## src/rtl/rv_pkg.sv

```systemverilog
// RV32 definitions shared by the core's front end: ISA constants, fetch-stage
// state and output payload types, and PC helpers.
package rv_pkg;

    localparam int unsigned XLEN = 32;

    localparam logic [XLEN-1:0] NOP_INSTR    = 32'h0000_0013;
    localparam logic [XLEN-1:0] RESET_PC_DEF = 32'h0000_0000;

    // Major opcodes, bits [6:0] of the instruction word
    localparam logic [6:0] OPC_LUI    = 7'b0110111;
    localparam logic [6:0] OPC_AUIPC  = 7'b0010111;
    localparam logic [6:0] OPC_JAL    = 7'b1101111;
    localparam logic [6:0] OPC_JALR   = 7'b1100111;
    localparam logic [6:0] OPC_BRANCH = 7'b1100011;
    localparam logic [6:0] OPC_LOAD   = 7'b0000011;
    localparam logic [6:0] OPC_STORE  = 7'b0100011;
    localparam logic [6:0] OPC_OP_IMM = 7'b0010011;
    localparam logic [6:0] OPC_OP     = 7'b0110011;
    localparam logic [6:0] OPC_SYSTEM = 7'b1110011;

    typedef enum logic [1:0] {
        FETCH_IDLE = 2'd0,
        FETCH_REQ  = 2'd1,
        FETCH_WAIT = 2'd2
    } fetch_state_e;

    // Instruction slot presented to the decoder
    typedef struct packed {
        logic [XLEN-1:0] instruction;
        logic [XLEN-1:0] pc;
        logic [XLEN-1:0] pc_plus4;
    } fetch_out_t;

    function automatic logic [XLEN-1:0] word_align(input logic [XLEN-1:0] addr);
        return addr & ~XLEN'(3);
    endfunction

    function automatic logic [XLEN-1:0] next_word(input logic [XLEN-1:0] addr);
        return addr + XLEN'(4);
    endfunction

endpackage

```

## src/rtl/fetch_pc_reg.sv

```systemverilog
// Fetch PC register: sequential +4 advance and redirect load with alignment.
// INSTR_FETCH_MISALIGN_TRAP_EN turns a misaligned redirect into a sticky fault.
module fetch_pc_reg
    import rv_pkg::*;
#(
    parameter logic [XLEN-1:0] RESET_PC = RESET_PC_DEF
) (
    input  logic            clk,
    input  logic            rst_n,
    input  logic            advance,
    input  logic            redirect,
    input  logic [XLEN-1:0] redirect_pc,
    output logic [XLEN-1:0] pc,
    output logic            fault
);

    logic [XLEN-1:0] target;

    assign target = word_align(redirect_pc);

    always_ff @(posedge clk or negedge rst_n) begin
        if (!rst_n) begin
            pc <= RESET_PC;
        end else if (redirect) begin
            pc <= target;
        end else if (advance) begin
            pc <= next_word(pc);
        end
    end

`ifdef INSTR_FETCH_MISALIGN_TRAP_EN
    // Fault holds until the next redirect; an aligned one clears it
    always_ff @(posedge clk or negedge rst_n) begin
        if (!rst_n) begin
            fault <= 1'b0;
        end else if (redirect) begin
            fault <= (redirect_pc[1:0] != 2'b00);
        end
    end
`else
    assign fault = 1'b0;
`endif

endmodule

```

## src/rtl/instr_fetch.sv

```systemverilog
// Instruction fetch stage: one outstanding imem request, one instruction slot
// to the decoder, redirect with stale-response drop. Optional misaligned
// redirect fault via INSTR_FETCH_MISALIGN_TRAP_EN (see fetch_pc_reg).
module instr_fetch
    import rv_pkg::*;
#(
    parameter logic [XLEN-1:0] RESET_PC = RESET_PC_DEF
) (
    input  logic            in_clk,
    input  logic            in_rst_n,
    output logic            out_imem_req,
    output logic [XLEN-1:0] out_imem_addr,
    input  logic            in_imem_ready,
    input  logic            in_imem_rvalid,
    input  logic [XLEN-1:0] in_imem_rdata,
    input  logic            in_redirect,
    input  logic [XLEN-1:0] in_redirect_pc,
    input  logic            in_stall,
    output logic            out_instr_valid,
    output logic [XLEN-1:0] out_instruction,
    output logic [XLEN-1:0] out_pc,
    output logic [XLEN-1:0] out_pc_plus4,
    output logic            out_fetch_fault
);

    fetch_state_e    state;
    logic            drop;
    logic [XLEN-1:0] fetch_pc;
    logic [XLEN-1:0] req_addr;
    logic            fault;
    fetch_out_t      slot;
    logic            slot_free;
    logic            accept;
    logic            advance;

    fetch_pc_reg #(
        .RESET_PC (RESET_PC)
    ) u_fetch_pc_reg (
        .clk         (in_clk),
        .rst_n       (in_rst_n),
        .advance     (advance),
        .redirect    (in_redirect),
        .redirect_pc (in_redirect_pc),
        .pc          (fetch_pc),
        .fault       (fault)
    );

    // Request only when the slot will be free to take the response
    assign slot_free     = !out_instr_valid || !in_stall;
    assign out_imem_req  = (state == FETCH_REQ) && slot_free && !fault;
    assign out_imem_addr = fetch_pc;
    assign accept        = out_imem_req && in_imem_ready;
    assign advance       = (state == FETCH_WAIT) && in_imem_rvalid && !drop && !in_redirect;

    always_ff @(posedge in_clk or negedge in_rst_n) begin
        if (!in_rst_n) begin
            state           <= FETCH_IDLE;
            drop            <= 1'b0;
            req_addr        <= RESET_PC;
            out_instr_valid <= 1'b0;
            slot            <= '{instruction: NOP_INSTR, pc: RESET_PC, pc_plus4: next_word(RESET_PC)};
        end else if (in_redirect) begin
            // A response still owed by memory belongs to the old path
            out_instr_valid <= 1'b0;
            if (accept || ((state == FETCH_WAIT) && !in_imem_rvalid)) begin
                drop  <= 1'b1;
                state <= FETCH_WAIT;
            end else begin
                drop  <= 1'b0;
                state <= FETCH_REQ;
            end
        end else begin
            if (out_instr_valid && !in_stall) begin
                out_instr_valid <= 1'b0;
            end
            case (state)
                FETCH_IDLE: state <= FETCH_REQ;
                FETCH_REQ: begin
                    if (accept) begin
                        state    <= FETCH_WAIT;
                        req_addr <= fetch_pc;
                    end
                end
                FETCH_WAIT: begin
                    if (in_imem_rvalid) begin
                        state <= FETCH_REQ;
                        if (drop) begin
                            drop <= 1'b0;
                        end else begin
                            out_instr_valid <= 1'b1;
                            slot <= '{instruction: in_imem_rdata, pc: req_addr,
                                      pc_plus4: next_word(req_addr)};
                        end
                    end
                end
                default: state <= FETCH_IDLE;
            endcase
        end
    end

    assign out_instruction = slot.instruction;
    assign out_pc          = slot.pc;
    assign out_pc_plus4    = slot.pc_plus4;
    assign out_fetch_fault = fault;

endmodule
```

## config.mk

```make
export PLATFORM = sky130hd
export DESIGN_NAME = instr_fetch
export DESIGN_NICKNAME = d
export VERILOG_FILES = /design/src/rtl/rv_pkg.sv /design/src/rtl/fetch_pc_reg.sv /design/src/rtl/instr_fetch.sv
export SDC_FILE = /design/constraint.sdc
export NUM_CORES = 1
export LEC_CHECK = 0
export BUFFER_PORTS_ARGS = -buffer_cell sky130_fd_sc_hd__buf_2
export CAP_MARGIN = 10
export CELL_PAD_IN_SITES_DETAIL_PLACEMENT = 2
export CELL_PAD_IN_SITES_GLOBAL_PLACEMENT = 2
export CORE_ASPECT_RATIO = 1.4
export CORE_UTILIZATION = 31
export CTS_CLUSTER_SIZE = 12
export DETAILED_ROUTE_END_ITERATION = 10
export HOLD_SLACK_MARGIN = 0.12
export PLACE_DENSITY = 0.8
export SLEW_MARGIN = 20
export SYNTH_ARGS = -nofsm -noshare
export SYNTH_HDL_FRONTEND = slang
export SYNTH_SLANG_ARGS = --single-unit
```

## constraint.sdc

```tcl
create_clock -name in_clk -period 1.9 [get_ports in_clk]
set_input_delay 0.095 -clock in_clk [delete_from_list [all_inputs] [get_ports in_clk]]
set_output_delay 0.095 -clock in_clk [all_outputs]
set_load 0.05 [all_outputs]
```

Word-level counts from Yosys, hierarchy flattened
Index checks and enable logic that the tools add are counted.
- word-level logic and storage cells: 54
- output and inout port bits: 131
- bits in registers: 164
- bits of input ports: 70
- bitwise operators: 2
- equal/unequal tests: 4
- add/sub/neg operators: 2
- mux-type cells: 16
- reductions and logical operators: 22
- operators by type and width (cell ; number):
    adder 32 x 3 -> 32 bit, second input constant ; 2
    2-to-1 mux 32 bit ; 2
    2-to-1 mux 1 bit ; 9
    2-to-1 mux 2 bit ; 4
    logical AND 1 bit ; 7
    != test 3 bit, second input constant ; 2
    case mux 2 bit (3 select lines) ; 1
    nonzero test 2 bit ; 3
    logical NOT 1 bit ; 5
    AND reduction 2 bit ; 2
    AND reduction 4 bit ; 1
    AND reduction 3 bit ; 1
    == test 2 x 1 -> 1 bit, second input constant ; 1
    == test 2 bit, second input constant ; 1
    logical NOT 2 bit ; 1
    logical OR 1 bit ; 2
    inverter 1 bit ; 2

Logic depth before layout (Yosys ltp)
Gate-level depths: netlist of run 1.
- word-level depth: 7
- depth in mapped cells: 7
- depth with buffers taken out: 6

Modules after synthesis
A second synthesis of run 1 with hierarchy kept.
- cell total of the unflattened synthesis: 732
- area, all modules: 7274.5 µm²
- by module, submodules not included (module ; area an instance (µm²) ; times used ; seq. area each (µm²) ; cells an instance):
    instr_fetch ; 5515.3 ; 1 ; 3258.1 ; 533
    fetch_pc_reg ; 1759.2 ; 1 ; 750.7 ; 199

Least setup slack after synthesis of run 1
Ideal clock, no wire load.
- kind: flip-flop to flip-flop
- start: register out_instr_valid
- end: register req_addr[10]
- data required time: 1775 ps
- setup time: 125 ps
- slack: -391 ps
- period minus slack after synthesis: 2291 ps
- arrival: 2167 ps
- cell stages (with the launch flop): 7
- path buffers: 2
- path through: dfrtp_1 nand2_1 and3b_1 clkbuf_1 nand4b_2 buf_2 mux2_2
- cells in the longest elaborated chain, start to end: 5
- ends and longest elaborated chain (what ; RTL line ; text):
    from (decl) ; instr_fetch.sv:19 ; output logic out_instr_valid,
    from (signal assigned) ; instr_fetch.sv:60 ; out_instr_valid <= 1'b0;
    from (signal assigned) ; instr_fetch.sv:64 ; out_instr_valid <= 1'b0;
    from (signal assigned) ; instr_fetch.sv:74 ; out_instr_valid <= 1'b0;
    logical NOT 1 bit ; instr_fetch.sv:49 ; assign slot_free = !out_instr_valid || !in_stall;
    logical OR 1 bit ; instr_fetch.sv:49 ;
    logical AND 1 bit ; instr_fetch.sv:50 ; assign out_imem_req = (state == FETCH_REQ) && slot_free && !fault;
    via out_imem_req ; instr_fetch.sv:11 ; output logic out_imem_req,
    logical AND 1 bit ; instr_fetch.sv:52 ; assign accept = out_imem_req && in_imem_ready;
    AND reduction 3 bit (no source line) ; -- ;
    to (signal assigned) ; instr_fetch.sv:81 ; req_addr <= fetch_pc;
    to (decl) ; instr_fetch.sv:29 ; logic [XLEN-1:0] req_addr;
The timed path passes the listed nets, and every way through them passes these cells.
A chain may end at the register's enable or synchronous reset.

Final worst setup path of run 1
- start: register u_fetch_pc_reg.pc[11]
- end: register u_fetch_pc_reg.pc[26]
- cells in the longest elaborated chain, start to end: 3
- ends and longest elaborated chain (what ; RTL line ; text):
    from (decl) ; fetch_pc_reg.sv:13 ; output logic [XLEN-1:0] pc,
    from (signal assigned) ; fetch_pc_reg.sv:25 ; pc <= target;
    from (signal assigned) ; fetch_pc_reg.sv:27 ; pc <= next_word(pc);
    adder 32 x 3 -> 32 bit ; rv_pkg.sv:40 ; return addr + XLEN'(4);
    2-to-1 mux 32 bit ; fetch_pc_reg.sv:26 ; end else if (advance) begin
    2-to-1 mux 32 bit ; fetch_pc_reg.sv:24 ; end else if (redirect) begin
No other way between the ends. The select of a mux whose other input is x is not followed.

==> impl_metrics.ini, run 1 <==
[finish]
instances_no_fill = 1345
drive_above_1_share = 0.3381
regArea_sq_mm = 0.003926
nets = 1103
syn2layout_area_growth_pct = 43.93
mostFrequentLayoutCell = nand2_1
fin_util = 0.4540
diodes = 0
finalInstanceArea_sq_mm = 0.01023
multi_input_area_sq_mm = 0.003010
mostFrequentLayoutCells = nand2_1, buf_2, dfrtp_1, dlygate4sd3_1, buf_4
fillerInstances = 2432

[sta]
finalCritPeriodShare = 0.9502
finalHoldViolations = 0
rsz0062_at_grt = yes
finalWorstSetupSlack_ps = 94.62
setup_viol = 0
fin_tns_setup_ps = 0
fin_crit_ps = 1805
clock_skew_ps = 9.641
fmax_ghz = 0.5539
slew_violations = 0
tightest_slew_ps = 522.6
slew_headroom = 0.6516

[power]
vdd_drop_max_mv = 0.6642
power_density_mw_per_mm2 = 1598
power_leakage_nw = 5.067

[clocking]
cts_tree = yes
cts_buffer_depth = 2
root_buffer = clkbuf_16
clock-sinks = 156
clkLatencyLatePin_ps = 430
clk_pin_slew_ps = 70
htree_levels = 4
cts_buffers = 17

[routing]
ant_nets = 0
drt_wl_total_mm = 25.87
drcViolationCount = 0
vias = 6386
dr.pass1.iters = 6
route.detailed.wl_per_inst_um = 19.23
dr.first_iter.drc_count = 209
viasPerCell = 4.748

[floorplan]
dieArea_sq_mm = 0.02354
pin_count = 201
die_x_um = 130.0
die_height_um = 181.2
core_sq_mm = 0.02253
rows = 65
initial_utilization = 0.3155

[worst_setup_path]
path_max_fanout = 10
r2r_setup_slack_ps = 90
r2r_end = u_fetch_pc_reg.pc[26]$_DFFE_PN0P_
worstPathRequired_ps = 2200
critPathKind = flop to flop
cp-start-kind = flop
endpoint_kind = flop
ff2ff_path_depth = 6
reg2reg_from = u_fetch_pc_reg.pc[11]$_DFFE_PN0P_
crit_arrival_ps = 2100

[grt]
grtUsageTotal = 0.2328
first_global_vias = 7165
grt_pass1_wl_mm = 40.94
grt_antenna_before_repair = 0
grt_max_degree = 52
grt_remaining_overflow = 0

[logic_synthesis]
synth_cells = 728
mappedNetlistArea_sq_mm = 0.007107
ys_types = 43
ys_seq_area_frac = 0.5500
yosysWarnings = 0
synth.avg_cell_area_sq_um = 9.762
yosys_register_bits = 156

[placement]
pre_cts_slack_ps = 106.1
gp_congestion = 0.7584
io_buffers = 191
placed_area_sq_mm = 0.008787
dp_hpwl_mm = 16.71
dp_cells = 1235

[hold_path]
hp-class = input port to async pin

[run_status]
status = complete, no violations

[run]
cap_violations = 0
worst max path at each step:
stage	cells past startpoint	start	endpoint	slack (ps)
final	6	u_fetch_pc_reg.pc[11]$_DFFE_PN0P_	u_fetch_pc_reg.pc[26]$_DFFE_PN0P_	90
after global routing	5	u_fetch_pc_reg.pc[11]$_DFFE_PN0P_	u_fetch_pc_reg.pc[23]$_DFFE_PN0P_	-10
after CTS	5	u_fetch_pc_reg.pc[11]$_DFFE_PN0P_	u_fetch_pc_reg.pc[27]$_DFFE_PN0P_	9
after detailed placement	6	state[1]$_DFFE_PN0P_	u_fetch_pc_reg.pc[27]$_DFFE_PN0P_	110
after global placement	5	drop$_DFFE_PN0P_	u_fetch_pc_reg.pc[29]$_DFFE_PN0P_	150
after floorplan	5	u_fetch_pc_reg.pc[16]$_DFFE_PN0P_	u_fetch_pc_reg.pc[27]$_DFFE_PN0P_	9
logic make-up (layout without fill, tap and decap cells):
| group | Yosys count | after routing | synth area share |
|---|---|---|---|
| flops | 156 | 156 | 0.5500 |
| compound gates | 71 | 71 | 0.05088 |
| xor+xnor | 56 | 56 | 0.06901 |
| buf+inv | 52 | 362 | 0.03486 |
| other cells | 1 | 7 | 0.0005277 |
| simple gates | 362 | 362 | 0.2472 |
| fa+ha+maj | 2 | 2 | 0.003521 |
| mux | 28 | 28 | 0.04401 |
layout make-up:
class,instances,area share
clock buffers,21,0.04599
clock inverters,11,0.01847
inverters,8,0.002936
multi-input cells,526,0.2943
flip-flops and latches,156,0.3839
well taps,301,0.03682
repair buffers,322,0.2176
registers in the layout, summed over array words and instances (netlist names):
| name | count |
|---|---|
| drop | 1 |
| out_instr_valid | 1 |
| out_instruction | 32 |
| out_pc | 30 |
| out_pc_plus4 | 30 |
| req_addr | 30 |
| state | 2 |
| u_fetch_pc_reg.pc | 30 |
stage by stage:
stage	hold slack [ps]	power, mW
global placement	78.93	12.01
floorplan	-200.6	10.07
finish	185.8	16.34
global route	221.4	17.16
CTS	189.2	16.36
detailed placement	83.06	12.29
timing repair:
item                                    4_1_cts  5_1_grt
hold endpoints to repair                    219        0
hold buffers                                 72        0
buffers inserted                              0        6
endpoints found under the setup margin        0        9
gates resized for setup                       0        6
worst max-delay path: stages, from the launching register on:
cell	delay (ps)
dfrtp_2	410
nand4_2	210
or3_4	480
buf_4	180
nor3_2	180
xnor2_1	140
o21ai_1	70
per-layer routing:
layer	GRT usage	vias up	routed length, um
li1	-	2993	-
met1	0.2575	3230	10220
met2	0.4366	138	14400
met3	0.03731	25	717
met4	0.08558	0	531
met5	0	-	0
Yosys cell counts (all sizes together):
library cell | number | share of area
nand2 | 264 | 0.14
dfrtp | 152 | 0.54
o21ai | 67 | 0.047
xnor2 | 29 | 0.036
xor2 | 27 | 0.033
mux2 | 26 | 0.041
nand3 | 24 | 0.017
buf | 23 | 0.020
clkbuf | 21 | 0.011
nand4 | 21 | 0.024
nor3 | 13 | 0.014
and3 | 10 | 0.0088
nor2 | 9 | 0.0048
inv | 8 | 0.0042
nor4 | 8 | 0.018
dfstp | 4 | 0.015
and4 | 2 | 0.0025
ha | 2 | 0.0035
mux2i | 2 | 0.0028
nand2b | 2 | 0.0018
nand4b | 2 | 0.0033
nor4b | 2 | 0.0042
or3 | 2 | 0.0025
a21o | 1 | 0.0011
a21oi | 1 | 0.00070
a22oi | 1 | 0.0011
a31oi | 1 | 0.00088
and3b | 1 | 0.0012
and4bb | 1 | 0.0018
conb | 1 | 0.00053
nand4bb | 1 | 0.0039
report_power, final:
| part | internal [mW] | switching, mW | leakage (nW) |
|---|---|---|---|
| Clock | 2.43 | 1.42 | 0.319 |
| Combinational | 1.93 | 5.11 | 2.78 |
| Sequential | 4.55 | 0.907 | 1.97 |
| Total | 8.91 | 7.44 | 5.07 |
No activity file was read; power rests on OpenSTA's default activity.
==> run 2, diff against run 1 <==
Settings changed: CORE_MARGIN set to 2.
==> run 2 against run 1 <==
  * Design area down 0.66%
  * Clock power down 5.7%
  * Power down 1.5%
  * Final cell count unchanged
  * Critical path type unchanged
  * Critical endpoint is now u_fetch_pc_reg.pc[9]$_DFFE_PN0P_
  * Highest routed layer unchanged
==> impl_metrics.ini, run 2 (synthesis results as in run 1) <==
[run_status]
status = complete, no violations

[grt]
grt_antenna_before_repair = 0
grt_pass1_wl_mm = 41.96
grt_remaining_overflow = 0
grt_max_degree = 64
first_global_vias = 7442
grtUsageTotal = 0.2249

[hold_path]
hp-class = input port to async pin

[finish]
mostFrequentLayoutCells = nand2_1, buf_2, dfrtp_1, dlygate4sd3_1, buf_4
nets = 1103
finalInstanceArea_sq_mm = 0.01016
fillerInstances = 2451
largest_register_ffs = 32
drive_above_1_share = 0.3352
syn2layout_area_growth_pct = 42.98
diodes = 0
mostFrequentLayoutCell = nand2_1

[worst_setup_path]
critPathKind = flop to flop
endpoint_kind = flop
cp-start-kind = flop
worstPathRequired_ps = 2190
crit_arrival_ps = 2140
path_max_fanout = 4

[routing]
dr.pass1.iters = 4
ant_nets = 0
viasPerCell = 4.797
drcViolationCount = 0
drt_wl_total_mm = 26.54
dr.first_iter.drc_count = 260
route.detailed.wl_per_inst_um = 19.73
vias = 6452

[sta]
finalHoldViolations = 0
setup_viol = 0
clock_skew_ps = 9.689
fin_tns_setup_ps = 0
rsz0062_at_grt = yes
slew_headroom = 0.6559
finalCritPeriodShare = 0.9715
slew_violations = 0
tightest_slew_ps = 516.2
fmax_ghz = 0.5417
fin_crit_ps = 1846

[clocking]
htree_levels = 4
cts_tree = yes
clk_pin_slew_ps = 70
clock-sinks = 156
cts_buffer_depth = 2
cts_buffers = 17
root_buffer = clkbuf_16
clkLatencyLatePin_ps = 440

[floorplan]
die_x_um = 132.0
core_sq_mm = 0.02253
dieArea_sq_mm = 0.02417
rows = 65
initial_utilization = 0.3155
die_height_um = 183.2
pin_count = 201

[power]
power_density_mw_per_mm2 = 1584
totalPowerFinal_mw = 16.09
vdd_drop_max_mv = 0.6850
power_leakage_nw = 5.045

[placement]
placed_area_sq_mm = 0.008762
gp_congestion = 0.7761
dp_hpwl_mm = 16.45
io_buffers = 191

[run]
cap_violations = 0
[run 2: cell count changes in the layout (fill, tap and decap cells not counted), moves of 2 or more]
cell	delta
dfrtp_1	+2
clkbuf_8	-3
buf_6	+2
clkinv_4	+2
buf_12	-2
clkbuf_1	+3
dfrtp_2	-2
[run 2: critical path: stages, from the launching register on]
cell and delay [ps]:
dfrtp_1 430, nand4bb_4 250, buf_4 190, nor3_2 250
and3_1 220, xnor2_1 190, o21ai_0 170
[run 2: what timing repair did]
item	CTS	global route
hold buffers	71	0
endpoints found under the hold margin	218	0
buffers inserted	4	3
setup endpoints to repair	1	43
resized for setup	0	6
pin swaps	1	3
[run 2: power breakdown]
| part | leakage (nW) | switching [mW] | internal, mW |
|---|---|---|---|
| Sequential | 1.97 | 0.875 | 4.54 |
| Clock | 0.291 | 1.43 | 2.20 |
| Combinational | 2.78 | 5.14 | 1.91 |
[run 2: layout make-up]
cell class,count,area [sq um],area share
clock buffer,21,440.4,0.04334
clock inverter,11,171.4,0.01687
inverter,8,30.03,0.002955
multi-input combinational,526,3013,0.2965
sequential,156,3924,0.3862
tap,301,376.6,0.03706
timing repair buffer,322,2206,0.2171
[run 2: worst paths after layout]
| path | start | cells after the start | end | slack [ps] |
|---|---|---|---|---|
| min reg2reg | out_instruction[0]$_DFFE_PN1P_ | 2 | out_instruction[0]$_DFFE_PN1P_ | 460 |
| max reg2reg | state[0]$_DFFE_PN0P_ | 6 | u_fetch_pc_reg.pc[9]$_DFFE_PN0P_ | 50 |
| max | state[0]$_DFFE_PN0P_ | 6 | u_fetch_pc_reg.pc[9]$_DFFE_PN0P_ | 50 |
| min | in_rst_n | 2 | req_addr[3]$_DFFE_PN0P_ | 210 |
| max in group asynchronous | in_rst_n | 3 | u_fetch_pc_reg.pc[13]$_DFFE_PN0P_ | 990 |
| min in group in_clk | in_imem_rdata[4] | 4 | out_instruction[4]$_DFFE_PN1P_ | 400 |
[run 2: metal layers]
layer,part of all wire,wire length (um),track usage,up-vias
li1,-,-,-,2997
met1,0.40,10630,0.2577,3268
met4,0.026,678,0.08696,0
met3,0.030,783,0.03510,38
met2,0.54,14450,0.4183,149
met5,0,0,0,-
[run 2: metrics by stage]
stage	setup WS (ps)	utilization	std cells	hold WS, ps
CTS	17.83	0.4490	1342	187.6
detailed placement	56.36	0.3889	1235	91.74
floorplan	8.772	-	734	-200.6
global placement	75.43	0.3889	1235	88.11
global route	-18.70	0.4510	1345	254.7
finish	54.12	0.4510	1345	214.0
